`src/rtl/blink_meter_pkg.sv`:
```
// Shared types and default constants for blink_period_meter and its front end.
package blink_meter_pkg;

  typedef enum logic {
    IDLE    = 1'b0,
    MEASURE = 1'b1
  } state_t;

  localparam int DEFAULT_WIDTH          = 32;
  localparam int DEFAULT_TIMEOUT_CYCLES = 200_000_000;
  localparam int MIN_SYNC_STAGES        = 2;

endpackage

```
`src/rtl/sync_edge_detect.sv`:
```
// Synchronizer, optional glitch filter (BLINK_PERIOD_METER_GLITCH_FILTER_EN) and
// history flop; emits single-cycle rise/fall pulses of the synchronized level.
module sync_edge_detect
  import blink_meter_pkg::*;
#(
  parameter int SYNC_STAGES = MIN_SYNC_STAGES,
  parameter int FILTER_LEN  = 4
) (
  input  logic clk,
  input  logic reset_n,
  input  logic sig,
  output logic rise,
  output logic fall
);

  if (SYNC_STAGES < MIN_SYNC_STAGES || FILTER_LEN < 1) begin : g_param_check
    $error("sync_edge_detect: SYNC_STAGES must be >= 2 and FILTER_LEN >= 1");
  end

  logic [SYNC_STAGES-1:0] sync_p0;
  logic                   synced;
  logic                   level;
  logic                   level_d;

  // Stage 0: metastability chain on the asynchronous input
  always_ff @(posedge clk or negedge reset_n) begin
    if (!reset_n) sync_p0 <= '0;
    else          sync_p0 <= {sync_p0[SYNC_STAGES-2:0], sig};
  end

  assign synced = sync_p0[SYNC_STAGES-1];

`ifdef BLINK_PERIOD_METER_GLITCH_FILTER_EN
  localparam int FCW = $clog2(FILTER_LEN + 1);
  logic [FCW-1:0] run;

  // Stage 1: level follows synced only after FILTER_LEN consecutive differing samples
  always_ff @(posedge clk or negedge reset_n) begin
    if (!reset_n) begin
      level <= 1'b0;
      run   <= '0;
    end else if (synced != level) begin
      if (run == FCW'(FILTER_LEN - 1)) begin
        level <= synced;
        run   <= '0;
      end else begin
        run <= run + FCW'(1);
      end
    end else begin
      run <= '0;
    end
  end
`else
  assign level = synced;
`endif

  // Stage 2: history flop for edge detection
  always_ff @(posedge clk or negedge reset_n) begin
    if (!reset_n) level_d <= 1'b0;
    else          level_d <= level;
  end

  assign rise = level & ~level_d;
  assign fall = ~level & level_d;

endmodule

```
`src/rtl/blink_period_meter.sv`:
```
// Measures period and high time of a slow asynchronous square wave in clock cycles,
// with sticky loss-of-signal flag. Optional glitch filter: BLINK_PERIOD_METER_GLITCH_FILTER_EN.
module blink_period_meter
  import blink_meter_pkg::*;
#(
  parameter int WIDTH          = DEFAULT_WIDTH,
  parameter int SYNC_STAGES    = MIN_SYNC_STAGES,
  parameter int TIMEOUT_CYCLES = DEFAULT_TIMEOUT_CYCLES,
  parameter int FILTER_LEN     = 4
) (
  input  logic             i_clk,
  input  logic             i_reset_n,
  input  logic             i_sig,
  output logic [WIDTH-1:0] o_period,
  output logic [WIDTH-1:0] o_high,
  output logic             o_valid,
  output logic             o_timeout
);

  if (longint'(TIMEOUT_CYCLES) >= (longint'(1) << WIDTH) || TIMEOUT_CYCLES < 1) begin : g_param_check
    $error("blink_period_meter: TIMEOUT_CYCLES must be in [1, 2**WIDTH)");
  end

  localparam logic [WIDTH-1:0] TIMEOUT_W = WIDTH'(TIMEOUT_CYCLES);

  function automatic logic [WIDTH-1:0] incr(input logic [WIDTH-1:0] v);
    return v + WIDTH'(1);
  endfunction

  logic rise;
  logic fall;

  sync_edge_detect #(
    .SYNC_STAGES(SYNC_STAGES),
    .FILTER_LEN (FILTER_LEN)
  ) u_front (
    .clk    (i_clk),
    .reset_n(i_reset_n),
    .sig    (i_sig),
    .rise   (rise),
    .fall   (fall)
  );

  state_t           state, state_nxt;
  logic [WIDTH-1:0] cnt, cnt_nxt, cnt_inc;
  logic [WIDTH-1:0] hi_lat, hi_nxt;
  logic [WIDTH-1:0] period_nxt, high_nxt;
  logic             valid_nxt, timeout_nxt;

  assign cnt_inc = incr(cnt);

  always_comb begin
    state_nxt   = state;
    cnt_nxt     = cnt;
    hi_nxt      = hi_lat;
    period_nxt  = o_period;
    high_nxt    = o_high;
    valid_nxt   = 1'b0;
    timeout_nxt = o_timeout;
    case (state)
      IDLE: begin
        cnt_nxt = '0;
        if (rise) state_nxt = MEASURE;
      end
      MEASURE: begin
        cnt_nxt = cnt_inc;
        if (fall) hi_nxt = cnt_inc;
        // A rise coinciding with the timeout count is still a valid period
        if (rise) begin
          period_nxt  = cnt_inc;
          high_nxt    = hi_lat;
          valid_nxt   = 1'b1;
          timeout_nxt = 1'b0;
          cnt_nxt     = '0;
        end else if (cnt_inc == TIMEOUT_W) begin
          state_nxt   = IDLE;
          timeout_nxt = 1'b1;
          cnt_nxt     = '0;
        end
      end
      default: state_nxt = IDLE;
    endcase
  end

  // Stage 3: state, counter and output registers
  always_ff @(posedge i_clk or negedge i_reset_n) begin
    if (!i_reset_n) begin
      state     <= IDLE;
      cnt       <= '0;
      hi_lat    <= '0;
      o_period  <= '0;
      o_high    <= '0;
      o_valid   <= 1'b0;
      o_timeout <= 1'b0;
    end else begin
      state     <= state_nxt;
      cnt       <= cnt_nxt;
      hi_lat    <= hi_nxt;
      o_period  <= period_nxt;
      o_high    <= high_nxt;
      o_valid   <= valid_nxt;
      o_timeout <= timeout_nxt;
    end
  end

endmodule
```
`config.mk`:
```
export PLATFORM = sky130hd
export DESIGN_NAME = blink_period_meter
export DESIGN_NICKNAME = d
export VERILOG_FILES = /design/src/rtl/blink_meter_pkg.sv /design/src/rtl/sync_edge_detect.sv /design/src/rtl/blink_period_meter.sv
export SDC_FILE = /design/constraint.sdc
export NUM_CORES = 1
export LEC_CHECK = 0
export CORE_ASPECT_RATIO = 1.5
export CORE_MARGIN = 1
export CORE_UTILIZATION = 60
export CTS_CLUSTER_SIZE = 12
export DETAILED_ROUTE_END_ITERATION = 10
export PLACE_DENSITY_LB_ADDON = 0.2
export SYNTH_ARGS = -nofsm -noshare
export SYNTH_HDL_FRONTEND = slang
export SYNTH_SLANG_ARGS = --single-unit
```
`constraint.sdc`:
```
create_clock -name i_clk -period 8.32 [get_ports i_clk]
set_input_delay 1.248 -clock i_clk [delete_from_list [all_inputs] [get_ports i_clk]]
set_output_delay 1.248 -clock i_clk [all_outputs]
set_load 0.02 [all_outputs]
```
==> results of run 1 <==
==> per-layer routing <==
layer	vias to the layer above	routed length, um
li1	1943	-
met1	2024	4960
met2	101	6690
met3	22	505
met4	0	282
met5	-	0
==> area by class of cell <==
| type | count | share of cell area |
|---|---|---|
| timing repair buffer | 72 | 0.100 |
| clock buffer | 19 | 0.0626 |
| clock inverter | 13 | 0.0242 |
| sequential | 134 | 0.474 |
| multi-input combinational | 345 | 0.316 |
| inverter | 8 | 0.00424 |
| tap | 112 | 0.0198 |
==> logic make-up after synthesis <==
group	count (synthesis)
buffers and inverters	35
flip-flops	134
adder cells (fa/ha/maj)	2
XOR/XNOR	24
AND/OR/NAND/NOR	205
multiplexers	35
AO/OA/AOI/OAI	79
==> worst paths after layout <==
check / start / slack (ns) / cells past startpoint / end
worst min register to register: u_front.sync_p0[0] / 0.37 / 0 / u_front.sync_p0[1]
worst max-delay path: cnt[0] / 4.47 / 8 / cnt[14]
worst max register to register: cnt[0] / 4.47 / 8 / cnt[14]
min in group asynchronous: i_reset_n / 0.88 / 1 / o_high[11]
worst min-delay path: u_front.sync_p0[0] / 0.37 / 0 / u_front.sync_p0[1]
max in group asynchronous: i_reset_n / 6.00 / 2 / hi_lat[8]
==> flip-flops by register name (all words and copies together) (netlist names) <==
signal / count
cnt: 32
hi_lat: 32
o_high: 32
o_period: 32
o_timeout: 1
o_valid: 1
state: 1
u_front.level_d: 1
u_front.sync_p0: 2
==> report_power, final <==
part	total, W	internal [W]	switching [W]
Sequential	0.000719	0.000688	0.0000312
Clock	0.000770	0.000484	0.000287
Combinational	0.000160	0.0000666	0.0000934
==> worst max-delay path, cell delays in order (launching register included) <==
cell,delay [ns]
dfrtp_1,0.48
ha_1,0.38
nand4_4,0.19
or4_1,0.68
or3_4,0.43
a211oi_2,0.24
nand4_2,0.15
nor4_4,1.00
nor3_1,0.12
==> synthesized netlist by cell type (4+ instances only) <==
master    number  share of area
dfrtp_1      134           0.58
o31ai_1        6         0.0078
and4_1         4         0.0061
nor3_1        10         0.0087
inv_1          8         0.0052
or4_1          5         0.0065
mux2_2        34          0.067
nor2_1        27          0.018
nand3b_1       7         0.0092
nand2_1       75          0.049
nor3_2        10          0.017
and2_1         7         0.0076
xor2_1         7          0.011
nor4_1         8         0.0087
xnor2_1       17          0.026
nand3_1       16          0.014
nand4_1        7         0.0076
clkbuf_1      17          0.011
o21ai_0       65          0.057
==> through the flow <==
| stage | util | power [W] | std cells | instance area (sq um) | hold slack [ns] |
|---|---|---|---|---|---|
| global route | 0.765 | 0.00171 | 703 | 7080 | 0.376 |
| CTS | 0.765 | 0.00167 | 703 | 7080 | 0.374 |
| detailed placement | 0.699 | 0.000892 | 671 | 6470 | 0.360 |
| finish | 0.765 | 0.00165 | 703 | 7080 | 0.369 |
| floorplan | - | 0.000818 | 514 | 5740 | 0.331 |
| global placement | 0.699 | 0.000886 | 671 | 6470 | 0.353 |
==> impl_table.tex, run 1 <==
\begin{tabular}{lr}
\hline
Metric & Value \\
\hline
\multicolumn{2}{l}{\textbf{CTS}} \\
\quad CTS tree & built \\
\quad Gates resized, CTS repair & 0 \\
\quad CTS Hold Bufs & 0 \\
\quad Clk Tree Root Cell & clkbuf\_16 \\
\quad Maximum clock insertion buffer count & 2 \\
\quad Insertion delay to the later sink of the worst-skew pair & 0.41 ns \\
\quad Clock-pin transition on the worst setup and hold timing paths & 0.06 ns \\
\quad H-tree lvl count & 4 \\
\quad Post-CTS Setup Bufs & 0 \\
\quad Clock Sinks & 134 \\
\quad Number of CTS-inserted buffers & 17 \\
\multicolumn{2}{l}{\textbf{Final layout}} \\
\quad Total area of multi-input combinational cells & 2230 sq um \\
\quad Commonest non-fill, non-tap cell in the layout & dfrtp\_1 \\
\quad Number of diodes & 0 \\
\quad Most frequent cells in the layout & 134 x dfrtp\_1, 74 x nand2\_1, 67 x clkdlybuf4s50\_1 \\
\quad Total number of nets in the final design & 583 \\
\quad Area growth syn-to-layout & 23.3\% \\
\quad Total area of sequential cells & 3350 sq um \\
\quad Filler cell count & 609 \\
\quad Fraction of final layout cells with drive strength greater than 1 & 0.164 \\
\multicolumn{2}{l}{\textbf{Floorplanning}} \\
\quad Area of the placeable core & 9250 sq um \\
\quad Count of boundary I/O pins & 69 \\
\quad Area of the die & 9970 sq um \\
\quad Die boundary height & 122 um \\
\quad Number of rows created at floorplan & 43 \\
\quad Initial core utilization & 0.621 \\
\quad X dimension of the die & 81.9 um \\
\multicolumn{2}{l}{\textbf{Setup path}} \\
\quad Arrival time worst endpoint & 4.09 ns \\
\quad Crit Path Class & flip-flop to flip-flop \\
\quad Kind of start point of the critical path & flip-flop \\
\quad Crit. End Element & flip-flop \\
\quad Maximum fanout encountered on the critical timing path & 14 \\
\quad Critical path required time & 8.56 ns \\
\multicolumn{2}{l}{\textbf{Routing}} \\
\quad Number of remaining DRC errors & 0 \\
\quad Number of detailed-route iterations in the first pass & 4 \\
\quad Violation count after the first detailed-routing iteration & 226 \\
\quad Final routed wirelength across all metal layers & 12400 um \\
\quad Total vias in the final route & 4090 \\
\quad Detailed-route wire length per cell & 17.7 um \\
\quad Remaining antenna violation count & 0 \\
\quad Routed via count divided by cell count & 5.82 \\
\multicolumn{2}{l}{\textbf{STA}} \\
\quad Endpoints failing setup & 0 \\
\quad Max-slew headroom at the worst pin & 0.238 \\
\quad Highest Clock Rate & 260 MHz \\
\quad Setup TNS after final layout & 0 ns \\
\quad Setup skew after layout & 0.00960 ns \\
\quad Setup repair after global routing missed its margin & no \\
\quad Tmin final & 3.85 ns \\
\quad Final period util & 0.463 \\
\quad Slew at the pin closest to its max-slew limit & 1.13 ns \\
\quad Hold Violations, Final & 0 \\
\quad Setup slack of the critical path after layout & 4.47 ns \\
\quad Max-slew violations & 0 \\
\multicolumn{2}{l}{\textbf{Pwr}} \\
\quad Cell Pwr Density & 233 nW/um\^{}2 \\
\quad Leakage power of the design & 3.10 nW \\
\quad Worst voltage drop across the vdd grid & 0.216 mV \\
\multicolumn{2}{l}{\textbf{Synth}} \\
\quad Simple-gate share of the synthesized area & 0.201 \\
\quad Average size of a mapped cell & 11.2 sq um \\
\quad Share of flip-flops with an asynchronous set or reset & 1.00 \\
\quad Count of unique library cells instantiated by Yosys & 52 \\
\quad XOR/XNOR share of the synthesized area & 0.0366 \\
\quad Arithmetic-cell share of the synthesized area counting full adders, half adders and majority gates & 0.00436 \\
\quad Mux contribution to synthesized area & 0.0684 \\
\quad Number of synthesis warnings & 0 \\
\quad Number of synthesized flops with an enable pin & 0 \\
\quad Register area share after synthesis & 0.584 \\
\quad Synthesized Nets & 519 \\
\quad Gate count of the mapped netlist & 514 \\
\quad Synthesized area & 5740 sq um \\
\quad Commonest register cell after synthesis & dfrtp\_1 \\
\quad Number of synthesized register bits & 134 \\
\quad Dominant combinational cell family by area after synthesis & simple AND/OR/NAND/NOR gates \\
\quad Fraction of the mapped netlist area in compound gates & 0.0776 \\
\multicolumn{2}{l}{\textbf{GRT}} \\
\quad Busiest grt layer & met2 \\
\quad First-pass GRT wire length & 20700 um \\
\quad Total congestion overflow & 0 \\
\quad Met2 Usage GRT & 0.466 \\
\quad Initial antenna violation count & 0 \\
\quad Met1 Resource Use GR & 0.343 \\
\quad Global routing usage on met3 & 0.0562 \\
\quad Number of global-route vias before repair & 4199 \\
\quad Overall Global Routing Usage & 0.283 \\
\quad Largest net degree at the start of global routing & 99 \\
\multicolumn{2}{l}{\textbf{Place}} \\
\quad Count of input and output buffers & 68 \\
\quad RePlAce Congestion & 0.867 \\
\quad Post-detail-place hpwl & 8440 um \\
\quad Worst slack at placement & 4.49 ns \\
\multicolumn{2}{l}{\textbf{Run status}} \\
\quad Run status & finished clean \\
\multicolumn{2}{l}{\textbf{Run}} \\
\quad MaxCap Viol Count & 0 \\
\multicolumn{2}{l}{\textbf{Hold path}} \\
\quad Hold WC Path Type & flip-flop to flip-flop \\
\hline
\end{tabular}
(Power assumes the default switching activity.)
==> run 2, diff against run 1 <==
CORE_UTILIZATION = 50   (was 60)
clock period = 3.5 ns   (was 8.32 ns; I/O delays follow)
==> run 2 against run 1 <==
  * Maximum frequency grew 22%
  * Via count shrank 1.5%
  * Highest routed layer unchanged
  * Wire length shrank 6.0%
  * Sequential share of layout area shrank 0.73 points
  * Clock power grew 140%
  * Die area grew 20%
  * First-iteration DRC count shrank 18%
  * Power grew 140%
  * Combinational power grew 140%
  * Count of clock-buffer cells in the layout shrank 1
==> impl_table.tex, run 2 (synthesis results as in run 1) <==
\begin{tabular}{lr}
\hline
Metric & Value \\
\hline
\multicolumn{2}{l}{\textbf{Routing}} \\
\quad Total vias in the final route & 4027 \\
\quad Routed via count divided by cell count & 5.43 \\
\quad Final routed wirelength across all metal layers & 11700 um \\
\quad Number of detailed-route iterations in the first pass & 4 \\
\quad Violation count after the first detailed-routing iteration & 185 \\
\quad Detailed-route wire length per cell & 15.8 um \\
\quad Number of remaining DRC errors & 0 \\
\quad Remaining antenna violation count & 0 \\
\multicolumn{2}{l}{\textbf{Setup path}} \\
\quad Kind of start point of the critical path & flip-flop \\
\quad Arrival time worst endpoint & 3.43 ns \\
\quad Crit. End Element & flip-flop \\
\quad Maximum fanout encountered on the critical timing path & 9 \\
\quad Crit Path Class & flip-flop to flip-flop \\
\quad Critical path required time & 3.77 ns \\
\multicolumn{2}{l}{\textbf{STA}} \\
\quad Highest Clock Rate & 316 MHz \\
\quad Endpoints failing setup & 0 \\
\quad Final period util & 0.903 \\
\quad Max-slew violations & 0 \\
\quad Setup TNS after final layout & 0 ns \\
\quad Max-slew headroom at the worst pin & 0.347 \\
\quad Tmin final & 3.16 ns \\
\quad Setup skew after layout & 0.00618 ns \\
\quad Slew at the pin closest to its max-slew limit & 0.979 ns \\
\quad Setup repair after global routing missed its margin & no \\
\quad Hold Violations, Final & 0 \\
\multicolumn{2}{l}{\textbf{GRT}} \\
\quad Number of global-route vias before repair & 4046 \\
\quad Overall Global Routing Usage & 0.218 \\
\quad Initial antenna violation count & 0 \\
\quad Total congestion overflow & 0 \\
\quad Largest net degree at the start of global routing & 109 \\
\quad First-pass GRT wire length & 19800 um \\
\multicolumn{2}{l}{\textbf{Floorplanning}} \\
\quad Area of the placeable core & 11100 sq um \\
\quad Count of boundary I/O pins & 69 \\
\quad Initial core utilization & 0.517 \\
\quad Area of the die & 11900 sq um \\
\quad Die boundary height & 133 um \\
\quad Number of rows created at floorplan & 47 \\
\quad X dimension of the die & 89.5 um \\
\multicolumn{2}{l}{\textbf{Pwr}} \\
\quad Worst voltage drop across the vdd grid & 0.331 mV \\
\quad Portion of total power attributed to the clock network & 0.474 \\
\quad Design Power & 0.00397 W \\
\quad Sw power & 0.000954 W \\
\quad Flop pwr share & 0.430 \\
\quad Combinational fraction of design power & 0.096 \\
\quad Leakage power of the design & 3.13 nW \\
\quad Internal portion of total power & 0.00301 W \\
\quad Switching share of power & 0.240 \\
\quad Cell Pwr Density & 552 nW/um\^{}2 \\
\multicolumn{2}{l}{\textbf{Place}} \\
\quad Post-detail-place hpwl & 7910 um \\
\quad Count of input and output buffers & 68 \\
\quad RePlAce Congestion & 0.951 \\
\multicolumn{2}{l}{\textbf{CTS}} \\
\quad Insertion delay to the later sink of the worst-skew pair & 0.41 ns \\
\quad Maximum clock insertion buffer count & 2 \\
\quad Gates resized, CTS repair & 0 \\
\quad CTS tree & built \\
\quad Post-CTS Setup Bufs & 0 \\
\quad Clk Tree Root Cell & clkbuf\_16 \\
\quad Number of CTS-inserted buffers & 17 \\
\quad CTS Hold Bufs & 0 \\
\quad Clock Sinks & 134 \\
\quad Clock-pin transition on the worst setup and hold timing paths & 0.06 ns \\
\quad H-tree lvl count & 4 \\
\multicolumn{2}{l}{\textbf{Final layout}} \\
\quad Total number of nets in the final design & 587 \\
\quad Most frequent cells in the layout & 134 x dfrtp\_1, 74 x nand2\_1, 67 x clkdlybuf4s50\_1 \\
\quad Area growth syn-to-layout & 25.2\% \\
\quad Fraction of final layout cells with drive strength greater than 1 & 0.171 \\
\quad Number of diodes & 0 \\
\quad Commonest non-fill, non-tap cell in the layout & dfrtp\_1 \\
\multicolumn{2}{l}{\textbf{Run status}} \\
\quad Run status & finished clean \\
\multicolumn{2}{l}{\textbf{Hold path}} \\
\quad Hold WC Path Type & input pin to asynchronous set/reset pin \\
\multicolumn{2}{l}{\textbf{Run}} \\
\quad MaxCap Viol Count & 0 \\
\hline
\end{tabular}
[run 2: cell count changes in the layout (fill, tap and decap cells not counted), sizes merged]
| cell | before | now |
|---|---|---|
| bufinv | 3 | 4 |
| clkinvlp | 2 | 4 |
| clkinv | 4 | 3 |
| clkbuf | 19 | 18 |
| buf | 5 | 9 |
| inv | 12 | 11 |
[run 2: metrics by stage]
| step | cells | instance area, sq um | hold slack [ns] | worst slack, ns | util |
|---|---|---|---|---|---|
| 2_1_floorplan | 514 | 5740 | 0.229 | 0.476 | - |
| 3_3_place_gp | 710 | 6550 | 0.336 | 0.415 | 0.590 |
| 3_5_place_dp | 710 | 6550 | 0.339 | 0.360 | 0.590 |
| 4_1_cts | 742 | 7190 | 0.0373 | 0.344 | 0.647 |
| 5_1_grt | 742 | 7190 | 0.0559 | 0.168 | 0.647 |
| 6_report | 742 | 7190 | 0.0343 | 0.339 | 0.647 |
[run 2: final timing paths]
path | startpoint | slack (ns) | depth (start not counted) | to
worst min-delay path | i_reset_n | 0.03 | 1 | o_period[14]
max in group asynchronous | i_reset_n | 2.60 | 2 | cnt[19]
worst max-delay path | cnt[1] | 0.34 | 9 | cnt[24]
min in group i_clk | u_front.sync_p0[0] | 0.35 | 0 | u_front.sync_p0[1]
worst min register to register | u_front.sync_p0[0] | 0.35 | 0 | u_front.sync_p0[1]
worst max register to register | cnt[1] | 0.34 | 9 | cnt[24]
[run 2: power groups by stage]
stage / sequential, W / clock, W / combinational, W
finish: 0.00171 / 0.00188 / 0.000380
global route: 0.00172 / 0.00198 / 0.000414
CTS: 0.00171 / 0.00192 / 0.000387
detailed placement: 0.00174 / 0 / 0.000385
global placement: 0.00173 / 0 / 0.000381
floorplan: 0.00176 / 0 / 0.000180
[run 2: critical path, stage by stage (launching register included)]
cell and delay (ns):
dfrtp_1 0.40, ha_1 0.35, nand4_4 0.17, or4_1 0.67, or3_4 0.43, a211oi_2 0.24
nand4_2 0.14, nor4_4 0.30, buf_4 0.24, nor3_1 0.07
[run 2: cell type report]
class	instances	area, sq um
repair buffers	76	751
flip-flops and latches	134	3350
multi-input cells	345	2230
inverters	8	30.0
clock buffers	18	439
fillers	884	3920
clock inverters	14	199
well taps	147	184
[run 2: metal layers]
layer  part of all wire  routed length, um  GRT usage
met1               0.41               4810      0.268
met2               0.53               6210      0.364
met3              0.037                435     0.0502
met4              0.020                236     0.0926
met5                  0                  0          0
==> run 3, diff against run 2 <==
SLEW_MARGIN = 10   (was not set)
==> results of run 3 <==
The final DEF is identical to that of run 2; final timing and power are the same.
